--- config.mk ---
export PLATFORM = sky130hd
export DESIGN_NAME = alu_seq
export DESIGN_NICKNAME = d
export VERILOG_FILES = /design/src/rtl/alu_seq.sv
export SDC_FILE = /design/constraint.sdc
export NUM_CORES = 1
export LEC_CHECK = 0
export ABC_AREA = 1
export BUFFER_PORTS_ARGS = -buffer_cell sky130_fd_sc_hd__clkbuf_2
export CAP_MARGIN = 10
export CORE_MARGIN = 4
export CORE_UTILIZATION = 60
export DETAILED_ROUTE_END_ITERATION = 12
export GPL_TIMING_DRIVEN = 0
export PLACE_DENSITY = 0.9
export SYNTH_ARGS = -nofsm -noshare
export SYNTH_HDL_FRONTEND = slang
export SYNTH_SLANG_ARGS = --single-unit
--- constraint.sdc ---
create_clock -name clk -period 2.46 [get_ports clk]
set_input_delay 0.492 -clock clk [delete_from_list [all_inputs] [get_ports clk]]
set_output_delay 0.492 -clock clk [all_outputs]
set_load 0.01 [all_outputs]
--- src/rtl/alu_seq.sv ---
// Sequential ALU with valid/ready handshakes on both sides. Single-cycle logic and
// arithmetic ops; SHL iterates one bit per cycle and MUL runs a WIDTH-cycle shift-add.
module alu_seq #(
   parameter int WIDTH = 8
) (
   input  logic             clk,
   input  logic             rst,
   input  logic             in_valid,
   output logic             in_ready,
   input  logic [WIDTH-1:0] a,
   input  logic [WIDTH-1:0] b,
   input  logic [2:0]       s,
   output logic             out_valid,
   input  logic             out_ready,
   output logic [WIDTH-1:0] r,
   output logic [3:0]       flags
);

   localparam int CW = $clog2(WIDTH + 1);
   localparam logic [CW-1:0]  CNT_FULL = CW'(WIDTH);
   localparam logic [CW-1:0]  CNT_ONE  = CW'(1);
   localparam logic [WIDTH:0] WLIM     = (WIDTH + 1)'(WIDTH);

   localparam logic [2:0] OP_ADD = 3'b000;
   localparam logic [2:0] OP_SUB = 3'b001;
   localparam logic [2:0] OP_AND = 3'b010;
   localparam logic [2:0] OP_OR  = 3'b011;
   localparam logic [2:0] OP_XOR = 3'b100;
   localparam logic [2:0] OP_NOT = 3'b101;
   localparam logic [2:0] OP_SHL = 3'b110;
   localparam logic [2:0] OP_MUL = 3'b111;

   typedef enum logic [1:0] {IDLE, BUSY, DONE} state_t;

   state_t                 state, state_nxt;
   logic [2:0]             op;
   logic [CW-1:0]          cnt;
   logic [WIDTH-1:0]       mcand;
   logic [2*WIDTH-1:0]     prod;
   logic [WIDTH-1:0]       sh;

   logic [WIDTH:0]         sum, dif;
   logic [WIDTH-1:0]       alu_r;
   logic                   alu_c, alu_v;
   logic [CW-1:0]          shl_k;
   logic [WIDTH:0]         prod_sum;
   logic [2*WIDTH-1:0]     prod_nxt;
   logic [WIDTH-1:0]       sh_nxt;

   function automatic logic [3:0] flag_pack(input logic [WIDTH-1:0] res,
                                            input logic c, input logic v);
      return {res[WIDTH-1], v, c, (res == '0)};
   endfunction

   assign in_ready  = (state == IDLE) && !rst;
   assign out_valid = (state == DONE);

   // Shift count saturates at WIDTH: any larger amount clears the operand anyway.
   always_comb begin
      if ({1'b0, b} >= WLIM) shl_k = CNT_FULL;
      else                   shl_k = b[CW-1:0];
   end

   always_comb begin
      sum   = {1'b0, a} + {1'b0, b};
      dif   = {1'b0, a} - {1'b0, b};
      alu_r = '0;
      alu_c = 1'b0;
      alu_v = 1'b0;
      case (s)
         OP_ADD: begin
            alu_r = sum[WIDTH-1:0];
            alu_c = sum[WIDTH];
            alu_v = (a[WIDTH-1] == b[WIDTH-1]) && (sum[WIDTH-1] != a[WIDTH-1]);
         end
         OP_SUB: begin
            alu_r = dif[WIDTH-1:0];
            alu_c = dif[WIDTH];
            alu_v = (a[WIDTH-1] != b[WIDTH-1]) && (dif[WIDTH-1] != a[WIDTH-1]);
         end
         OP_AND:  alu_r = a & b;
         OP_OR:   alu_r = a | b;
         OP_XOR:  alu_r = a ^ b;
         OP_NOT:  alu_r = ~a;
         OP_SHL:  alu_r = a;
         default: alu_r = '0;
      endcase
   end

   // One iteration of each multi-cycle op; upper product half keeps its carry.
   always_comb begin
      prod_sum = {1'b0, prod[2*WIDTH-1:WIDTH]} + (prod[0] ? {1'b0, mcand} : '0);
      prod_nxt = {prod_sum, prod[WIDTH-1:1]};
      sh_nxt   = {sh[WIDTH-2:0], 1'b0};
   end

   always_comb begin
      state_nxt = state;
      case (state)
         IDLE: if (in_valid) begin
            if (s == OP_MUL || (s == OP_SHL && shl_k != '0)) state_nxt = BUSY;
            else                                              state_nxt = DONE;
         end
         BUSY:    if (cnt == CNT_ONE) state_nxt = DONE;
         DONE:    if (out_ready) state_nxt = IDLE;
         default: state_nxt = IDLE;
      endcase
   end

   always_ff @(posedge clk or posedge rst) begin
      if (rst) state <= IDLE;
      else     state <= state_nxt;
   end

   always_ff @(posedge clk or posedge rst) begin
      if (rst) begin
         op    <= '0;
         cnt   <= '0;
         mcand <= '0;
         prod  <= '0;
         sh    <= '0;
         r     <= '0;
         flags <= '0;
      end else begin
         case (state)
            IDLE: if (in_valid) begin
               op    <= s;
               mcand <= a;
               prod  <= {{WIDTH{1'b0}}, b};
               sh    <= a;
               cnt   <= (s == OP_MUL) ? CNT_FULL : shl_k;
               if (!(s == OP_MUL || (s == OP_SHL && shl_k != '0))) begin
                  r     <= alu_r;
                  flags <= flag_pack(alu_r, alu_c, alu_v);
               end
            end
            BUSY: begin
               cnt <= cnt - CNT_ONE;
               if (op == OP_MUL) prod <= prod_nxt;
               else              sh   <= sh_nxt;
               if (cnt == CNT_ONE) begin
                  if (op == OP_MUL) begin
                     r     <= prod_nxt[WIDTH-1:0];
                     flags <= flag_pack(prod_nxt[WIDTH-1:0],
                                        |prod_nxt[2*WIDTH-1:WIDTH], 1'b0);
                  end else begin
                     r     <= sh_nxt;
                     flags <= flag_pack(sh_nxt, sh[WIDTH-1], 1'b0);
                  end
               end
            end
            default: ;
         endcase
      end
   end

endmodule

# Yosys cells after proc, flatten, opt, wreduce, memory -nomap -nowiden
# Cells that the tools add are included.
# totals
reg_bits,53
output_inout_bits,14
# op_classes
n_addsub,4
magnitude_cmp,1
eq_ne,21
n_mux,29
n_bitwise,4
n_reduce_logical,20
# op_table
op,count
two-way mux 8 bit,7
case mux 8 bit (7 select lines),1
two-way mux 16 bit,2
case mux 16 bit (2 select lines),1
case mux 8 bit (2 select lines),2
two-way mux 4 bit,7
zero test 8 bit,3
adder 8 x 8 -> 9 bit,2
case mux 4 bit (2 select lines),2
"== test 3 bit, second input constant",5
"!= test 2 bit, second input constant",5
AND reduction 3 bit,3
subtractor 8 x 8 -> 9 bit,1
bitwise AND 8 bit,1
">= comparator 8 x 4 -> 1 bit, second input constant",1
two-way mux 2 bit,4
inverter 8 bit,1
bitwise OR 8 bit,1
OR reduction 8 bit,1
bitwise XOR 8 bit,1
"== test 3 x 2 -> 1 bit, second input constant",2
case mux 2 bit (3 select lines),1
"== test 4 x 1 -> 1 bit, second input constant",1
logical AND 1 bit,4
16 further kinds,20

# Longest topological paths before layout
# Gate-level depths: netlist (run 1).
# depth
ltp_word,8
mapped_depth,17

# Worst setup path after synthesis (run 1)
# No wires, ideal clock.
# synth_path
kind,register -> register
startpoint,register prod[0]
endpoint,register flags[1]
setup_ns,0.117
arrival_ns,1.993
path_slack_ns,0.349
path_stages_with_launch,16
cell_sequence,dfrtp_1 clkbuf_1 nand2_1 inv_1 ha_1 inv_1 fa_1 nand3b_1 nand2_1 a21oi_1 xor2_1 nand3_1 nand2_1 nand4_1 nand2_1 nand2_1
# synth_via
elab_chain_cells,6
# synth_rtl
item,line,rtl
start: declaration,39,logic [2*WIDTH-1:0] prod;
start signal: assignment,129,"prod <= {{WIDTH{1'b0}}, b};"
start signal: assignment,139,if (op == OP_MUL) prod <= prod_nxt;
two-way mux 8 bit,92,"prod_sum = {1'b0, prod[2*WIDTH-1:WIDTH]} + (prod[0] ? {1'b0, mcand} : '0);"
adder 8 x 8 -> 9 bit,92,
OR reduction 8 bit,145,"|prod_nxt[2*WIDTH-1:WIDTH], 1'b0);"
two-way mux 4 bit,142,if (op == OP_MUL) begin
two-way mux 4 bit,141,if (cnt == CNT_ONE) begin
case mux 4 bit (2 select lines),125,case (state)
end signal: assignment,134,"flags <= flag_pack(alu_r, alu_c, alu_v);"
end signal: assignment,144,"flags <= flag_pack(prod_nxt[WIDTH-1:0],"
end signal: assignment,148,"flags <= flag_pack(sh_nxt, sh[WIDTH-1], 1'b0);"
end: declaration,16,output logic [3:0] flags
# Every way passes these cells. The select of a mux whose other input is x is not followed.
# A chain may end at the register's enable or synchronous reset.

# Worst setup path after layout (run 1)
# layout_path
startpoint,input port a[4]
endpoint,register r[7]
# layout_via
elab_chain_cells,5
elab_cells_between_ends,6
cone_classes,2 x add/sub; 4 x mux
# layout_rtl
item,line,rtl
start: declaration,10,"input logic [WIDTH-1:0] a,"
subtractor 8 x 8 -> 9 bit or adder 8 x 8 -> 9 bit (tied branches),"66, 65",
case mux 8 bit (7 select lines) *,70,case (s)
two-way mux 8 bit *,132,if (!(s == OP_MUL || (s == OP_SHL && shl_k != '0))) begin
two-way mux 8 bit *,126,IDLE: if (in_valid) begin
case mux 8 bit (2 select lines) *,125,
end signal: assignment,133,r <= alu_r;
end signal: assignment,143,r <= prod_nxt[WIDTH-1:0];
end signal: assignment,147,r <= sh_nxt;
end: declaration,15,"output logic [WIDTH-1:0] r,"
# Every way passes the cells marked *; elsewhere a longest branch is shown, timed or not. The select of a mux whose other input is x is not followed.

==> results of run 1 <==
synthesized netlist by cell type (all sizes together):
library cell	instances
o21bai	2
a211oi	1
inv	94
a22o	1
nand2	160
a22oi	2
fa	3
nor3	4
nor2	62
o211ai	8
or2	1
nor4	3
ha	34
nand3	53
a21oi	24
o31ai	2
nand4	9
xor2	2
buf	12
nor3b	1
nand3b	2
dfrtp	52
o221ai	3
o21ai	52
xnor2	2
a31oi	14
o22ai	5
clkbuf	6
layout by cell type, fill, tap and decap left out, drive strengths merged, types with 14 or more instances in the layout:
master  instances
nand3          53
inv            94
dfrtp          52
nor2           62
clkbuf         47
o21ai          52
nand2         160
a21oi          24
ha             34
a31oi          14
path summary, 6_finish.rpt:
path,startpoint,cells after the start,end
max,a[4],12,r[7]$_DFFE_PP0P_
max reg2reg,prod[0]$_DFFE_PP0P_,15,flags[1]$_DFFE_PP0P_
max in group asynchronous,rst,3,prod[0]$_DFFE_PP0P_
min,rst,2,flags[2]$_DFFE_PP0P_
min reg2reg,flags[2]$_DFFE_PP0P_,2,flags[2]$_DFFE_PP0P_
min in group clk,out_ready,2,state[1]$_DFFE_PP0P_
layer usage:
layer  wire length [um]  part of all wire [%]
met1               4600                    40
met4                410                   3.6
met3               1110                   9.6
met2               5410                    47
met5                 13                  0.11
worst max-delay path: cells and delay by family:
family,cells,cell delay [ns]
compound gates,4,0.78
fa+ha+maj,1,0.29
buf+inv,3,0.43
simple gates,4,0.45
cells by family after synthesis:
kind of cell / Yosys count / share of synthesized area [%]
xor gates and xnor gates: 4 / 0.833
and+or+nand+nor: 295 / 30.3
DFF: 52 / 30.9
AOI/OAI and AO/OA: 114 / 15.5
adders and majority gates: 37 / 11.5
buffers and inverters: 112 / 10.8
flip-flops by register name (all words and copies together) (netlist names):
name and count:
prod 16, mcand 8, r 8, sh 8, cnt 4, flags 3, op 3, state 2
power by group:
part / internal, uW / switching (uW)
Clock: 229 / 274
Combinational: 655 / 1200
Sequential: 1200 / 265
Total: 2080 / 1740
repair_timing:
action                                  in CTS  in global routing
endpoints found under the hold margin        0                  0
gates resized for setup                      0                  2
endpoints found under the setup margin       0                  2
area by class of cell:
| cell class | instances | area, um^2 | share of cell area [%] |
|---|---|---|---|
| buffer | 17 | 96.3 | 2.09 |
| clock buffer | 7 | 86.3 | 1.87 |
| multi-input combinational | 450 | 2450 | 53.2 |
| clock inverter | 1 | 7.51 | 0.163 |
| inverter | 94 | 355 | 7.69 |
| tap | 96 | 120 | 2.60 |
| sequential | 52 | 1300 | 28.2 |
| timing repair buffer | 36 | 195 | 4.23 |
metrics by stage:
stage                     hold WS [ns]  util (%)
final                            0.214      68.0
after global placement           0.465      66.2
after CTS                        0.233      67.9
after detailed placement         0.466      66.5
after global routing             0.254      68.0
after floorplan                  0.449         -
==> impl_metrics.tcl, run 1 <==
set metrics [dict create \
    synth.distinct_cells 40 \
    die_y_um 91.7 \
    worstPathArrival_ns 2.46 \
    grtUsageMet2_pct 44.6 \
    met3_usage_pct 4.02 \
    clock_path_buffers 2 \
    h-tree-depth 2 \
    crit_required_ns 2.64 \
    period_minus_slack_ns 2.28 \
    slew_headroom_pct 55.5 \
    fp-row-count 30 \
    routed_via_density 5.88 \
    initial_utilization_pct 61.9 \
    place_congestion 0.970 \
    dpl-instance-area_mm2 0.00452 \
    core_area_mm2 0.00679 \
    port-buffer-count 35 \
    wire_per_inst_um 15.3 \
    io_pins 37 \
    min_path_type "in -> async" \
    leakagePower_uw 0.00247 \
    synth_area_leader_cell "dfrtp_1" \
    syn-cell-area_mm2 0.00421 \
    cts_root_buf "clkbuf_8" \
    stdcell_area_mm2 0.00462 \
    rsz0062_at_grt "false" \
    firstDrtPassIters 5 \
    cts_num_sinks 52 \
    antenna-diode-count 0 \
    die_area_mm2 0.00841 \
    r2r_slack_ns 0.25 \
    ys_warn_count 0 \
    num-fill-cells 541 \
    drive_above_1_share_pct 11.9 \
    skew_ns 0.00989 \
    drcViolationCount 0 \
    crit_slowest_cell "ha_1" \
    p_total_uw 3820 \
    final_cells 753 \
    synthesis.instances 614 \
    grt_max_degree 29 \
    dpl.hpwl_um 9130 \
    post-route-period-util_pct 92.6 \
    worstMarginPinSlew_ns 0.662 \
    post_cts_buffers 0 \
    dp_cells 746 \
    final_nets 716 \
    synth_top_area_share_pct 30.9 \
    synth-seq-cells 52 \
    netlist_top_cells_area "dfrtp_1, nand2_1, ha_1, inv_1, nand3_1" \
    antenna_found_initial 1 \
    grt_pass1_vias 4056 \
    grt_first_pass_wirelength_um 18400 \
    critical_path.cell_chain "clkbuf_2 -> inv_1 -> ha_1 -> buf_2 -> a21oi_1 -> o21ai_0 -> nor2_1 -> nand3_1 -> nand2_1 -> nor2_1 -> o21ai_0 -> a31oi_1" \
    ctsHoldBuffers 0 \
    syn-mean-instance-area_um2 6.85 \
    max_freq_mhz 439 \
    grt_util_met1_pct 34.8 \
    ir_drop_mv 0.376 \
    syn_nets 674 \
    grt_usage_pct 26.7 \
    drt-total-wl_um 11500 \
    setup_viol 0 \
    cp-end-kind "flop" \
    pre_cts_ws_ns -0.0625 \
    powerDensity_mw_per_mm2 827 \
    top_usage_layer "met2" \
    grt_overflow_total 0 \
    cts_tree "yes" \
    ys_seq_area_share_pct 30.9 \
    status "finished clean" \
    syn_to_final_growth_pct 9.82 \
    drv_slew 0 \
    path_clk_slew_ns 0.09 \
    critPathLaunchType "input pin" \
    clk_latency_ns 0.30 \
    finalSetupTns_ns 0 \
    drv_cap 0 \
    vias 4427 \
    crit_path_max_fanout 9 \
    cts_buffers 5 \
    path_class "in -> reg" \
    antenna_left 0 \
    die_width_um 91.7 \
    timing.final.ws_setup_ns 0.182 \
    drtIter0Drc 474 \
    cp_slowest_stage_delay_ns 0.29 \
    hold_viol 0 \
]
No activity file was read; power rests on OpenSTA's default activity.
==> run 2: changes to the inputs <==
Settings changed: CORE_UTILIZATION 60 to 61, MAX_ROUTING_LAYER from default to met4, PLACE_DENSITY 0.9 to 0.91.
==> impl_metrics.tcl, run 2 (synthesis results as in run 1) <==
set metrics [dict create \
    io_pins 37 \
    path_clk_slew_ns 0.09 \
    ir_drop_mv 0.363 \
    antenna_left 0 \
    r2r_slack_ns 0.28 \
    regMostFlops "prod" \
    dpl.hpwl_um 9280 \
    stdcell_area_mm2 0.00463 \
    firstDrtPassIters 5 \
    final_nets 718 \
    critical_path.cell_chain "clkbuf_2 -> inv_1 -> ha_1 -> buf_4 -> inv_1 -> a21oi_1 -> nand2_1 -> nand4_1 -> nand2_1 -> nand2_1 -> nand2_1 -> o22ai_1 -> nand3_1 -> nand2_1" \
    p_int_uw 2210 \
    cts_root_buf "clkbuf_8" \
    clk_latency_ns 0.31 \
    die_y_um 91.0 \
    period_minus_slack_ns 2.24 \
    die_width_um 91.0 \
    pre_cts_ws_ns -0.0615 \
    p_comb_share_pct 47.6 \
    powerDensity_mw_per_mm2 855 \
    worstPathArrival_ns 2.50 \
    num-fill-cells 538 \
    place_congestion 1.00 \
    drive_above_1_share_pct 12.1 \
    ctsHoldBuffers 0 \
    p_clk_share_pct 15.6 \
    timing.final.ws_setup_ns 0.217 \
    post-route-period-util_pct 91.2 \
    drcViolationCount 0 \
    cpMostUsedCell "nand2_1" \
    die_area_mm2 0.00829 \
    grt_usage_pct 29.6 \
    wl_met3_um 949 \
    cts_buffers 5 \
    min_path_type "in -> async" \
    max_freq_mhz 446 \
    fp-row-count 29 \
    port-buffer-count 35 \
    cts_num_sinks 52 \
    skew_ns 0.0107 \
    swShare_pct 44.3 \
    final_cell_mix "nand2_1, inv_1, nor2_1" \
    rr_worst_depth 15 \
    final_common_cell "nand2_1" \
    slew_headroom_pct 56.1 \
    met2WireLength_um 5340 \
    routedLengthMet1_um 4890 \
    worstMarginPinSlew_ns 0.653 \
    cts_tree "yes" \
    cp.buffers_inverters 4 \
    leakagePower_uw 0.00249 \
    dpl-instance-area_mm2 0.00450 \
    initial_utilization_pct 64.4 \
    crit_required_ns 2.71 \
    core_area_mm2 0.00653 \
    rr_endpoint "flags[1]$_DFFE_PP0P_" \
    drtIter0Drc 414 \
    drt-total-wl_um 11700 \
    finalSetupTns_ns 0 \
    h-tree-depth 2 \
    finalHoldWorstSlack_ns 0.0718 \
    drv_slew 0 \
    wire_per_inst_um 15.9 \
    highest_layer "met4" \
    cp_slowest_stage_delay_ns 0.32 \
    critPathLaunchType "input pin" \
    antenna-diode-count 0 \
    crit_slowest_cell "o22ai_1" \
    vias 4263 \
    hold_viol 0 \
    grt_overflow_total 0 \
    pwr-share-seq_pct 36.8 \
    critPathTopFamily "simple AND/OR/NAND/NOR gates" \
    grt_pass1_vias 4020 \
    postLayoutCoreUtil_pct 70.9 \
    syn_to_final_growth_pct 10.1 \
    p_sw_uw 1750 \
    routed_via_density 5.79 \
    setup_viol 0 \
    path_class "in -> reg" \
    rr_startpoint "prod[0]$_DFFE_PP0P_" \
    largest_register_ffs 16 \
    status "finished clean" \
    clock_path_buffers 2 \
    crit_path_max_fanout 10 \
    antenna_found_initial 0 \
    grt_first_pass_wirelength_um 19300 \
    cp-end-kind "flop" \
    drv_cap 0 \
    grt_max_degree 46 \
]
## run 2: area by class of cell
type                       instances  area [um^2]  share of cell area, %
multi-input combinational        450         2450                   52.9
sequential                        52         1300                   28.1
inverter                          94          355                   7.67
timing repair buffer              38          210                   4.54
buffer                            17         96.3                   2.08
tap                               77         96.3                   2.08
clock buffer                       6         82.6                   1.78
clock inverter                     2         38.8                  0.838
## run 2: how the worst max path moves through the flow
stage	start	to	slack, ns	cells after the start
3_5_place_dp	a[2]	flags[2]$_DFFE_PP0P_	-0.06	14
2_1_floorplan	prod[0]$_DFFE_PP0P_	flags[1]$_DFFE_PP0P_	0.35	15
3_3_place_gp	a[2]	r[7]$_DFFE_PP0P_	-0.03	13
6_report	a[2]	flags[2]$_DFFE_PP0P_	0.22	14
5_1_grt	prod[0]$_DFFE_PP0P_	flags[1]$_DFFE_PP0P_	-0.006	15
4_1_cts	prod[0]$_DFFE_PP0P_	flags[1]$_DFFE_PP0P_	0.06	16
## run 2: metal layers
layer | vias to the layer above | global-route usage (%)
met2 | 210 | 46.7
met1 | 1915 | 37.1
met4 | 0 | 14.1
met3 | 43 | 5.04
li1 | 2095 | -
met5 | - | -
## run 2: power groups by stage
stage	registers [uW]	clock network, uW	logic, uW
2_1_floorplan	1420	0	1300
3_3_place_gp	1430	0	1760
3_5_place_dp	1450	0	1840
4_1_cts	1440	623	1850
5_1_grt	1500	661	2120
6_report	1460	618	1880
## run 2: worst register-to-register path, delay by kind of cell, from the launching register on
family                     cells  cell delay, ns
adders and majority gates      2            0.57
buffers and inverters          2            0.10
DFF                            1            0.43
and+or+nand+nor                9            0.76
AOI/OAI and AO/OA              2            0.28
## run 2: metrics by stage
| stage | total power [uW] | cells |
|---|---|---|
| detailed placement | 3290 | 727 |
| floorplan | 2720 | 614 |
| global placement | 3190 | 726 |
| CTS | 3920 | 735 |
| finish | 3960 | 736 |
| global route | 4280 | 736 |
## run 2: repair_timing
item,CTS,global route
setup endpoints to repair,0,2
setup buffers,0,2
resized for setup,0,1
==> run 3: changes to the inputs <==
Settings changed: CORE_ASPECT_RATIO from default to 0.6.
==> impl_metrics.tcl, run 3 (synthesis results as in run 1) <==
set metrics [dict create \
    status "finished clean" \
    leakagePower_uw 0.00252 \
    drtIter0Drc 645 \
    final-seq-area_mm2 0.00130 \
    final_cells 748 \
    cp-startpoint "a[0]" \
    timing.final.ws_setup_ns 0.0957 \
    path_clk_slew_ns 0.08 \
    routed_via_density 6.06 \
    min_path_type "in -> async" \
    ir_drop_mv 0.698 \
    p_sw_uw 1890 \
    cpMostUsedCell "nand3_1" \
    die_width_um 115 \
    dp_cells 737 \
    cts_root_buf "clkbuf_16" \
    grt_max_degree 39 \
    grt_usage_pct 34.0 \
    path_class "in -> reg" \
    highest_layer "met4" \
    routedLengthMet1_um 5790 \
    drcViolationCount 0 \
    antenna-diode-count 0 \
    cp.buffers_inverters 2 \
    rr_startpoint "prod[0]$_DFFE_PP0P_" \
    io_pins 37 \
    p_clk_share_pct 17.1 \
    drv_slew 0 \
    cp-end-kind "flop" \
    clock_path_buffers 2 \
    hold_viol 0 \
    critPathTopFamily "simple AND/OR/NAND/NOR gates" \
    p_comb_share_pct 47.8 \
    period_minus_slack_ns 2.36 \
    setup_viol 0 \
    multiInputGateArea_mm2 0.00248 \
    die_area_mm2 0.00833 \
    critical_path.cell_chain "clkbuf_2 -> inv_1 -> ha_1 -> fa_2 -> nand3b_1 -> nand3_1 -> nor2_1 -> nand2_1 -> nor2_1 -> nand3_1 -> nor2_2 -> nand3_1 -> a21oi_1" \
    drt-total-wl_um 13400 \
    powerDensity_mw_per_mm2 882 \
    cts_buffers 5 \
    drv_cap 0 \
    drive_above_1_share_pct 13.8 \
    post-route-period-util_pct 96.1 \
    final_cell_mix "nand2_1, inv_1, nor2_1" \
    num-fill-cells 562 \
    max_freq_mhz 423 \
    ctsHoldBuffers 0 \
    pwr-share-seq_pct 35.1 \
    syn_to_final_growth_pct 12.1 \
    core_area_mm2 0.00668 \
    port-buffer-count 35 \
    critPathLaunchType "input pin" \
    h-tree-depth 2 \
    worstPathArrival_ns 2.59 \
    p_int_uw 2270 \
    cp_slowest_stage_delay_ns 0.52 \
    slew_headroom_pct 54.8 \
    vias 4532 \
    crit_required_ns 2.68 \
    swShare_pct 45.4 \
    antenna_found_initial 0 \
    die_y_um 72.3 \
    wire_per_inst_um 17.9 \
    dpl.hpwl_um 10600 \
    crit_path_max_fanout 4 \
    firstDrtPassIters 5 \
    skew_ns 0.0115 \
    pre_cts_ws_ns -0.186 \
    grt_first_pass_wirelength_um 21400 \
    worstMarginPinSlew_ns 0.673 \
    final_nets 720 \
    met2WireLength_um 5600 \
    cts_num_sinks 52 \
    grt_overflow_total 0 \
    place_congestion 0.977 \
    cts_tree "yes" \
    clk_latency_ns 0.30 \
    crit_slowest_cell "fa_2" \
    initial_utilization_pct 63.0 \
    largest_register_ffs 16 \
    antenna_left 0 \
    regMostFlops "prod" \
    wl_met3_um 1890 \
    final_common_cell "nand2_1" \
    grt_pass1_vias 4209 \
    fp-row-count 23 \
]
-- run 3: changes by cell type in the layout (fill, tap and decap cells not counted), moves of 2 or more --
cell | previous run | this run
nor2_2 | 2 | 4
clkbuf_8 | 6 | 0
a21oi_1 | 24 | 19
clkbuf_16 | 0 | 5
nor2_1 | 56 | 54
a21oi_2 | 0 | 5
buf_4 | 6 | 8
-- run 3: routing by layer --
metal	up-vias	GRT usage, %
met4	0	4.69
met2	295	48.8
li1	2100	-
met5	-	-
met3	19	12.1
met1	2118	47.6
-- run 3: power by group through the flow --
| stage | Sequential, uW | Clock [uW] | Combinational (uW) |
|---|---|---|---|
| 2_1_floorplan | 1420 | 0 | 1300 |
| 3_3_place_gp | 1430 | 0 | 1790 |
| 3_5_place_dp | 1450 | 0 | 1890 |
| 4_1_cts | 1460 | 705 | 1880 |
| 5_1_grt | 1500 | 753 | 2200 |
| 6_report | 1460 | 711 | 1990 |
-- run 3: per-stage QoR --
stage	util [%]	setup TNS, ns	cell area (um^2)	hold WS [ns]	power, uW
after floorplan	-	0	4210	0.449	2720
after global placement	67.2	-0.128	4490	0.466	3220
after detailed placement	67.5	-0.682	4510	0.477	3330
after CTS	69.7	0	4650	0.168	4040
after global routing	70.6	-0.0520	4720	0.176	4450
final	70.6	0	4720	0.147	4160
-- run 3: final timing paths --
kind / to / slack [ns] / cells past startpoint
hold / removal: r[6]$_DFFE_PP0P_ / 0.15 / 2
setup / recovery: flags[0]$_DFFE_PP0P_ / 0.1 / 13
setup reg to reg: flags[1]$_DFFE_PP0P_ / 0.1 / 14
max in group asynchronous: prod[10]$_DFFE_PP0P_ / 1.78 / 3
hold reg to reg: r[0]$_DFFE_PP0P_ / 0.49 / 2
min in group clk: state[1]$_DFFE_PP0P_ / 0.36 / 2
-- run 3: layout make-up --
class                      instances  area share [%]
buffer                            17            2.10
timing repair buffer              40            4.78
multi-input combinational        450            52.5
sequential                        52            27.6
tap                               87            2.31
clock buffer                       5            2.65
clock inverter                     3           0.478
inverter                          94            7.54
-- run 3: repair_timing --
item,4_1_cts,5_1_grt
hold endpoints to repair,0,0
gates resized for setup,1,11
setup buffers,0,4
pin swaps,0,1
setup endpoints to repair,1,4
